==> config.mk <==
export PLATFORM = sky130hd
export DESIGN_NAME = seq_compare
export DESIGN_NICKNAME = d
export VERILOG_FILES = /design/src/rtl/seq_compare_pkg.sv /design/src/rtl/seq_compare_chunk_compare.sv /design/src/rtl/seq_compare.sv
export SDC_FILE = /design/constraint.sdc
export NUM_CORES = 1
export LEC_CHECK = 0
export ABC_AREA = 1
export CAP_MARGIN = 40
export CORE_MARGIN = 4
export CORE_UTILIZATION = 30
export CTS_CLUSTER_SIZE = 10
export DETAILED_ROUTE_END_ITERATION = 16
export PLACE_DENSITY = 0.58
export RECOVER_POWER = 25
export SKIP_CTS_REPAIR_TIMING = 1
export SLEW_MARGIN = 20
export SYNTH_ARGS = -nofsm -noshare
export SYNTH_HDL_FRONTEND = slang
export SYNTH_SLANG_ARGS = --single-unit
==> constraint.sdc <==
create_clock -name clk -period 3.6 [get_ports clk]
set_input_delay 0.72 -clock clk [delete_from_list [all_inputs] [get_ports clk]]
set_output_delay 0.72 -clock clk [all_outputs]
set_load 0.01 [all_outputs]
==> src/rtl/seq_compare_pkg.sv <==
// rtl/seq_compare_pkg.sv - op encodings, FSM states and result selection for seq_compare
package seq_compare_pkg;

   // Comparison operations; LT/GE/LE are signed two's complement.
   typedef enum logic [2:0] {
      OP_EQ  = 3'd0,
      OP_NE  = 3'd1,
      OP_LT  = 3'd2,
      OP_GE  = 3'd3,
      OP_LTU = 3'd4,
      OP_GEU = 3'd5,
      OP_LE  = 3'd6,
      OP_LEU = 3'd7
   } op_t;

   typedef enum logic [1:0] {
      ST_IDLE = 2'd0,
      ST_SCAN = 2'd1,
      ST_DONE = 2'd2
   } state_t;

   // Signed ops need the sign bit of the top chunk flipped before an unsigned compare.
   function automatic logic is_signed_op(input logic [2:0] op);
      return (op == OP_LT) || (op == OP_GE) || (op == OP_LE);
   endfunction

   // Maps the first-difference flags onto the boolean outcome of op.
   function automatic logic op_result(input logic [2:0] op, input logic diff, input logic lt);
      logic r;
      case (op_t'(op))
         OP_EQ:          r = !diff;
         OP_NE:          r = diff;
         OP_LT, OP_LTU:  r = lt;
         OP_GE, OP_GEU:  r = !lt;
         OP_LE, OP_LEU:  r = lt | !diff;
         default:        r = 1'b0;
      endcase
      return r;
   endfunction

endpackage

==> src/rtl/seq_compare_chunk_compare.sv <==
// rtl/seq_compare_chunk_compare.sv - combinational CHUNK-bit comparator with optional signed top chunk
module chunk_compare #(
   parameter int W = 8
) (
   input  logic [W-1:0] a_chunk,
   input  logic [W-1:0] b_chunk,
   input  logic         signed_top,
   output logic         eq,
   output logic         lt
);

   logic [W-1:0] top_mask;
   logic [W-1:0] a_m;
   logic [W-1:0] b_m;

   // Flipping the sign bit turns a signed compare into an unsigned one.
   always_comb begin
      top_mask = signed_top ? (W'(1) << (W - 1)) : '0;
      a_m      = a_chunk ^ top_mask;
      b_m      = b_chunk ^ top_mask;
      eq       = (a_chunk == b_chunk);
      lt       = (a_m < b_m);
   end

endmodule

==> src/rtl/seq_compare.sv <==
// rtl/seq_compare.sv - chunk-serial MSB-first comparator; SEQ_COMPARE_EARLY_EXIT_EN enables early exit
module seq_compare
   import seq_compare_pkg::*;
#(
   parameter int WIDTH = 32,
   parameter int CHUNK = 8
) (
   input  logic             clk,
   input  logic             rst_n,
   input  logic             in_valid,
   output logic             in_ready,
   input  logic [WIDTH-1:0] a,
   input  logic [WIDTH-1:0] b,
   input  logic [2:0]       op,
   output logic             out_valid,
   input  logic             out_ready,
   output logic             result
);

   localparam int N    = WIDTH / CHUNK;
   localparam int IDXW = (N > 1) ? $clog2(N) : 1;
   localparam logic [IDXW-1:0] IDX_TOP = IDXW'(N - 1);

   state_t           state;
   state_t           state_nxt;
   logic [WIDTH-1:0] a_q;
   logic [WIDTH-1:0] b_q;
   logic [2:0]       op_q;
   logic [IDXW-1:0]  idx;
   logic             diff;
   logic             lt;

   logic [CHUNK-1:0] a_chunk;
   logic [CHUNK-1:0] b_chunk;
   logic             top_signed;
   logic             chunk_eq;
   logic             chunk_lt;
   logic             diff_new;
   logic             lt_new;
   logic             scan_last;

   assign a_chunk    = a_q[idx*CHUNK +: CHUNK];
   assign b_chunk    = b_q[idx*CHUNK +: CHUNK];
   assign top_signed = (idx == IDX_TOP) && is_signed_op(op_q);

   chunk_compare #(
      .W (CHUNK)
   ) u_chunk_compare (
      .a_chunk    (a_chunk),
      .b_chunk    (b_chunk),
      .signed_top (top_signed),
      .eq         (chunk_eq),
      .lt         (chunk_lt)
   );

   // First-difference flags including the chunk under comparison; earlier differences win.
   always_comb begin
      diff_new = diff | !chunk_eq;
      lt_new   = diff ? lt : (!chunk_eq & chunk_lt);
`ifdef SEQ_COMPARE_EARLY_EXIT_EN
      scan_last = (idx == '0) || !chunk_eq;
`else
      scan_last = (idx == '0);
`endif
   end

   // State register; reset wins over any request presented in the same cycle.
   always_ff @(posedge clk) begin
      if (!rst_n) begin
         state <= ST_IDLE;
      end else begin
         state <= state_nxt;
      end
   end

   // Next-state and handshake outputs.
   always_comb begin
      state_nxt = state;
      in_ready  = 1'b0;
      out_valid = 1'b0;
      case (state)
         ST_IDLE: begin
            in_ready = 1'b1;
            if (in_valid) begin
               state_nxt = ST_SCAN;
            end
         end
         ST_SCAN: begin
            if (scan_last) begin
               state_nxt = ST_DONE;
            end
         end
         ST_DONE: begin
            out_valid = 1'b1;
            if (out_ready) begin
               state_nxt = ST_IDLE;
            end
         end
         default: begin
            state_nxt = ST_IDLE;
         end
      endcase
   end

   // Operand capture, chunk walk and result register; result is cleared whenever not in DONE.
   always_ff @(posedge clk) begin
      if (!rst_n) begin
         a_q    <= '0;
         b_q    <= '0;
         op_q   <= '0;
         idx    <= '0;
         diff   <= 1'b0;
         lt     <= 1'b0;
         result <= 1'b0;
      end else begin
         case (state)
            ST_IDLE: begin
               if (in_valid) begin
                  a_q  <= a;
                  b_q  <= b;
                  op_q <= op;
                  idx  <= IDX_TOP;
                  diff <= 1'b0;
                  lt   <= 1'b0;
               end
            end
            ST_SCAN: begin
               diff <= diff_new;
               lt   <= lt_new;
               if (scan_last) begin
                  result <= op_result(op_q, diff_new, lt_new);
               end else begin
                  idx <= idx - IDXW'(1);
               end
            end
            ST_DONE: begin
               if (out_ready) begin
                  result <= 1'b0;
               end
            end
            default: begin
               result <= 1'b0;
            end
         endcase
      end
   end

endmodule

==> reports/qor.yml <==
synth_ff_type: "dfxtp_1"
path_cells: "inv_6 -> o21ai_0 -> o22ai_1 -> ha_1 -> nand2_1 -> inv_1 -> nand3_1 -> inv_1 -> nand4_2 -> or2_4 -> nand3b_1 -> nand2_1 -> o21ai_1 -> a21oi_1"
hold_viol: 0
synth_nets: 577
holdWs_ns: 0.4814
place_congestion: 0.8480
wl_met1_um: 4367
synth_area_leaders: "dfxtp_1 43%, nor2_1 16%, o21ai_0 12%"
power_frac_clock_pct: 36.1
yosysMostFrequentCell: "nor2_1"
r2r-start: "idx[0]"
cts.sinks: 74
overflow: 0
num-nets-final: 635
max-clock-path-buffers: 2
place_inst: 686
drt-initial-drc-count: 158
p_sw_uw: 724.1
max_freq_ghz: 0.3703
combPwrFrac_pct: 24.3
track_usage_pct: 14.24
final_util_pct: 40.57
synth_common_cells: "152 x nor2_1, 84 x o21ai_0, 74 x dfxtp_1"
setup_ws_ns: 0.8995
tightest_slew_ns: 1.098
drc_errors: 0
critical_path_class: "reg2reg"
via_per_inst: 4.740
setup_tns_ns: 0
port_buffers: 73
insertion_delay_ns: 0.33
min_path_cells: 2
synth_cell_type_count: 30
reg2reg_slack_ns: 0.90
p_int_uw: 1716
crit_slowest_cell: "dfxtp_1"
worstHoldEndpoint: "a_q[11]"
cts_buffers: 9
r2r_end: "result"
start_util_pct: 30.57
grt_setup_unrepaired: "false"
pin_count: 74
preCtsSetupSlack_ns: 0.9148
path_max_fanout: 36
grt_pass1_vias: 3286
grt_pass1_wl_um: 15090
finalSetupViolCount: 0
cp_data_arrival_time_ns: 2.92
async_flop_share_pct: 0
synthToLayoutAreaGrowth_pct: 32.72
antenna_found_initial: 0
route.met3.wl_um: 404
die_w_um: 115.6
seqPwrFrac_pct: 39.6
total_leakage_power_uw: 0.001929
layout_min_cycle_time_ns: 2.701
clk_pin_slew_ns: 0.06
required_ns: 3.82
synth_cells: 497
synth_largest_area_cell: "dfxtp_1"
finalCritPeriodShare_pct: 75.01
avgSynthCellArea_um2: 6.994
vias: 3332
top_layer: "met4"
worstSetupStartpointType: "flop"
syn_area_um2: 3476
yosysWarnings: 0
rows: 39
root_buffer: "clkbuf_16"
coreArea_um2: 11370
cp-end-kind: "flop"
hpwlAfterDp_um: 6859
cts_tree: "yes"
yosysSeqAreaShare_pct: 42.62
hold_path.class: "reg2reg"
drv_cap: 0
ant_nets: 0
die_y_um: 115.6
synth_top_area_share_pct: 42.62
synth-edff-count: 0
slowest_delay_ns: 0.70
wirelength_um: 9293
drv_slew: 0
max-slew-margin-rel_pct: 26.81
wl_met2_um: 4353
fin_cells: 703
grt_max_degree: 72
drive_gt1_share_pct: 7.500
synth_seq_cells: 74
antenna_cells: 0
die-area_um2: 13370
hold_start: "a_q[11]"
p_sw_share_pct: 29.68
dr.pass1.iters: 4
vdd_drop_max_uv: 240.8
status: "finished, final reports clean"
power_density_nw_per_um2: 529.0
wl_per_cell_um: 13.22
htreeDepth: 3
clock_skew_ns: 0.007916
reg2regPathDepth: 14
-- logic make-up (layout without fill, tap and decap cells) --
group	after synthesis	count (layout)	synth area share (%)
flip-flops	74	74	42.62
buffers and inverters	51	114	6.155
AO/OA/AOI/OAI	118	118	18.54
adder cells (fa/ha/maj)	9	9	3.240
AND/OR/NAND/NOR	245	245	29.45
-- per-stage QoR --
step | area [µm²] | power [µW]
6_report | 4613 | 2440
5_1_grt | 4613 | 2599
4_1_cts | 4588 | 2463
3_5_place_dp | 4292 | 1577
3_3_place_gp | 4292 | 1563
2_1_floorplan | 3476 | 1378
-- power by group through the flow --
| stage | combinational [µW] | sequential, µW | clock, µW |
|---|---|---|---|
| after floorplan | 420 | 958 | 0 |
| after global placement | 579 | 983 | 0 |
| after detailed placement | 593 | 984 | 0 |
| after CTS | 596 | 967 | 899 |
| after global routing | 684 | 977 | 938 |
| final | 593 | 967 | 880 |
-- layer usage --
| metal | vias up | track usage (%) |
|---|---|---|
| met1 | 1501 | 18.33 |
| met4 | 0 | 5.878 |
| met2 | 67 | 23.26 |
| met5 | - | 0 |
| li1 | 1750 | - |
| met3 | 14 | 3.029 |
-- worst max path at each step --
stage	startpoint	end	cells past startpoint
2_1_floorplan	idx[0]	result	16
3_3_place_gp	idx[0]	result	14
3_5_place_dp	idx[0]	result	14
4_1_cts	idx[0]	result	14
5_1_grt	idx[0]	result	14
6_report	idx[0]	result	14
-- state kept, by name (all words and copies together) (netlist names) --
signal,cells
a_q,32
b_q,32
op_q,3
idx,2
state,2
diff,1
lt,1
result,1
-- layout make-up --
| type | count | area, µm² |
|---|---|---|
| repair buffers | 78 | 793.3 |
| clock buffers | 11 | 242.7 |
| multi-input cells | 372 | 1783 |
| fillers | 1170 | 6756 |
| inverters | 20 | 80.08 |
| well taps | 143 | 178.9 |
| flip-flops and latches | 74 | 1481 |
| clock inverters | 5 | 53.80 |
-- cell usage in the layout (no fill, tap or decap) --
| cell | instances |
|---|---|
| o22ai_1 | 7 |
| o21ai_1 | 1 |
| clkinv_2 | 3 |
| inv_1 | 17 |
| or2_2 | 1 |
| nand3b_1 | 3 |
| clkdlybuf4s50_1 | 70 |
| bufinv_16 | 1 |
| nand3_1 | 13 |
| a311oi_1 | 1 |
| nand4_1 | 2 |
| nand2_1 | 55 |
| buf_2 | 1 |
| dfxtp_1 | 74 |
| nand3_2 | 4 |
| o21ai_0 | 84 |
| inv_6 | 1 |
| or2_4 | 1 |
| buf_12 | 1 |
| inv_2 | 1 |
| dlygate4sd3_1 | 2 |
| a21o_1 | 1 |
| nor2_1 | 152 |
| a32o_1 | 7 |
| clkbuf_8 | 1 |
| a221oi_1 | 1 |
| nand2_2 | 11 |
| clkinv_1 | 1 |
| and3_1 | 1 |
| ha_1 | 9 |
| buf_16 | 1 |
| a21oi_1 | 16 |
| clkbuf_2 | 1 |
| nand4_2 | 1 |
| clkbuf_1 | 1 |
| nor2_2 | 1 |
| clkinv_4 | 1 |
| buf_4 | 2 |
| clkbuf_16 | 9 |
-- critical path: cells and delay by family (launching register included) --
| kind | cells | cell delay [ns] |
|---|---|---|
| DFF | 1 | 0.70 |
| buffers and inverters | 3 | 0.37 |
| and+or+nand+nor | 6 | 0.69 |
| AOI/OAI and AO/OA | 4 | 0.52 |
| adders and majority gates | 1 | 0.30 |
No activity file was read; power rests on OpenSTA's default activity.
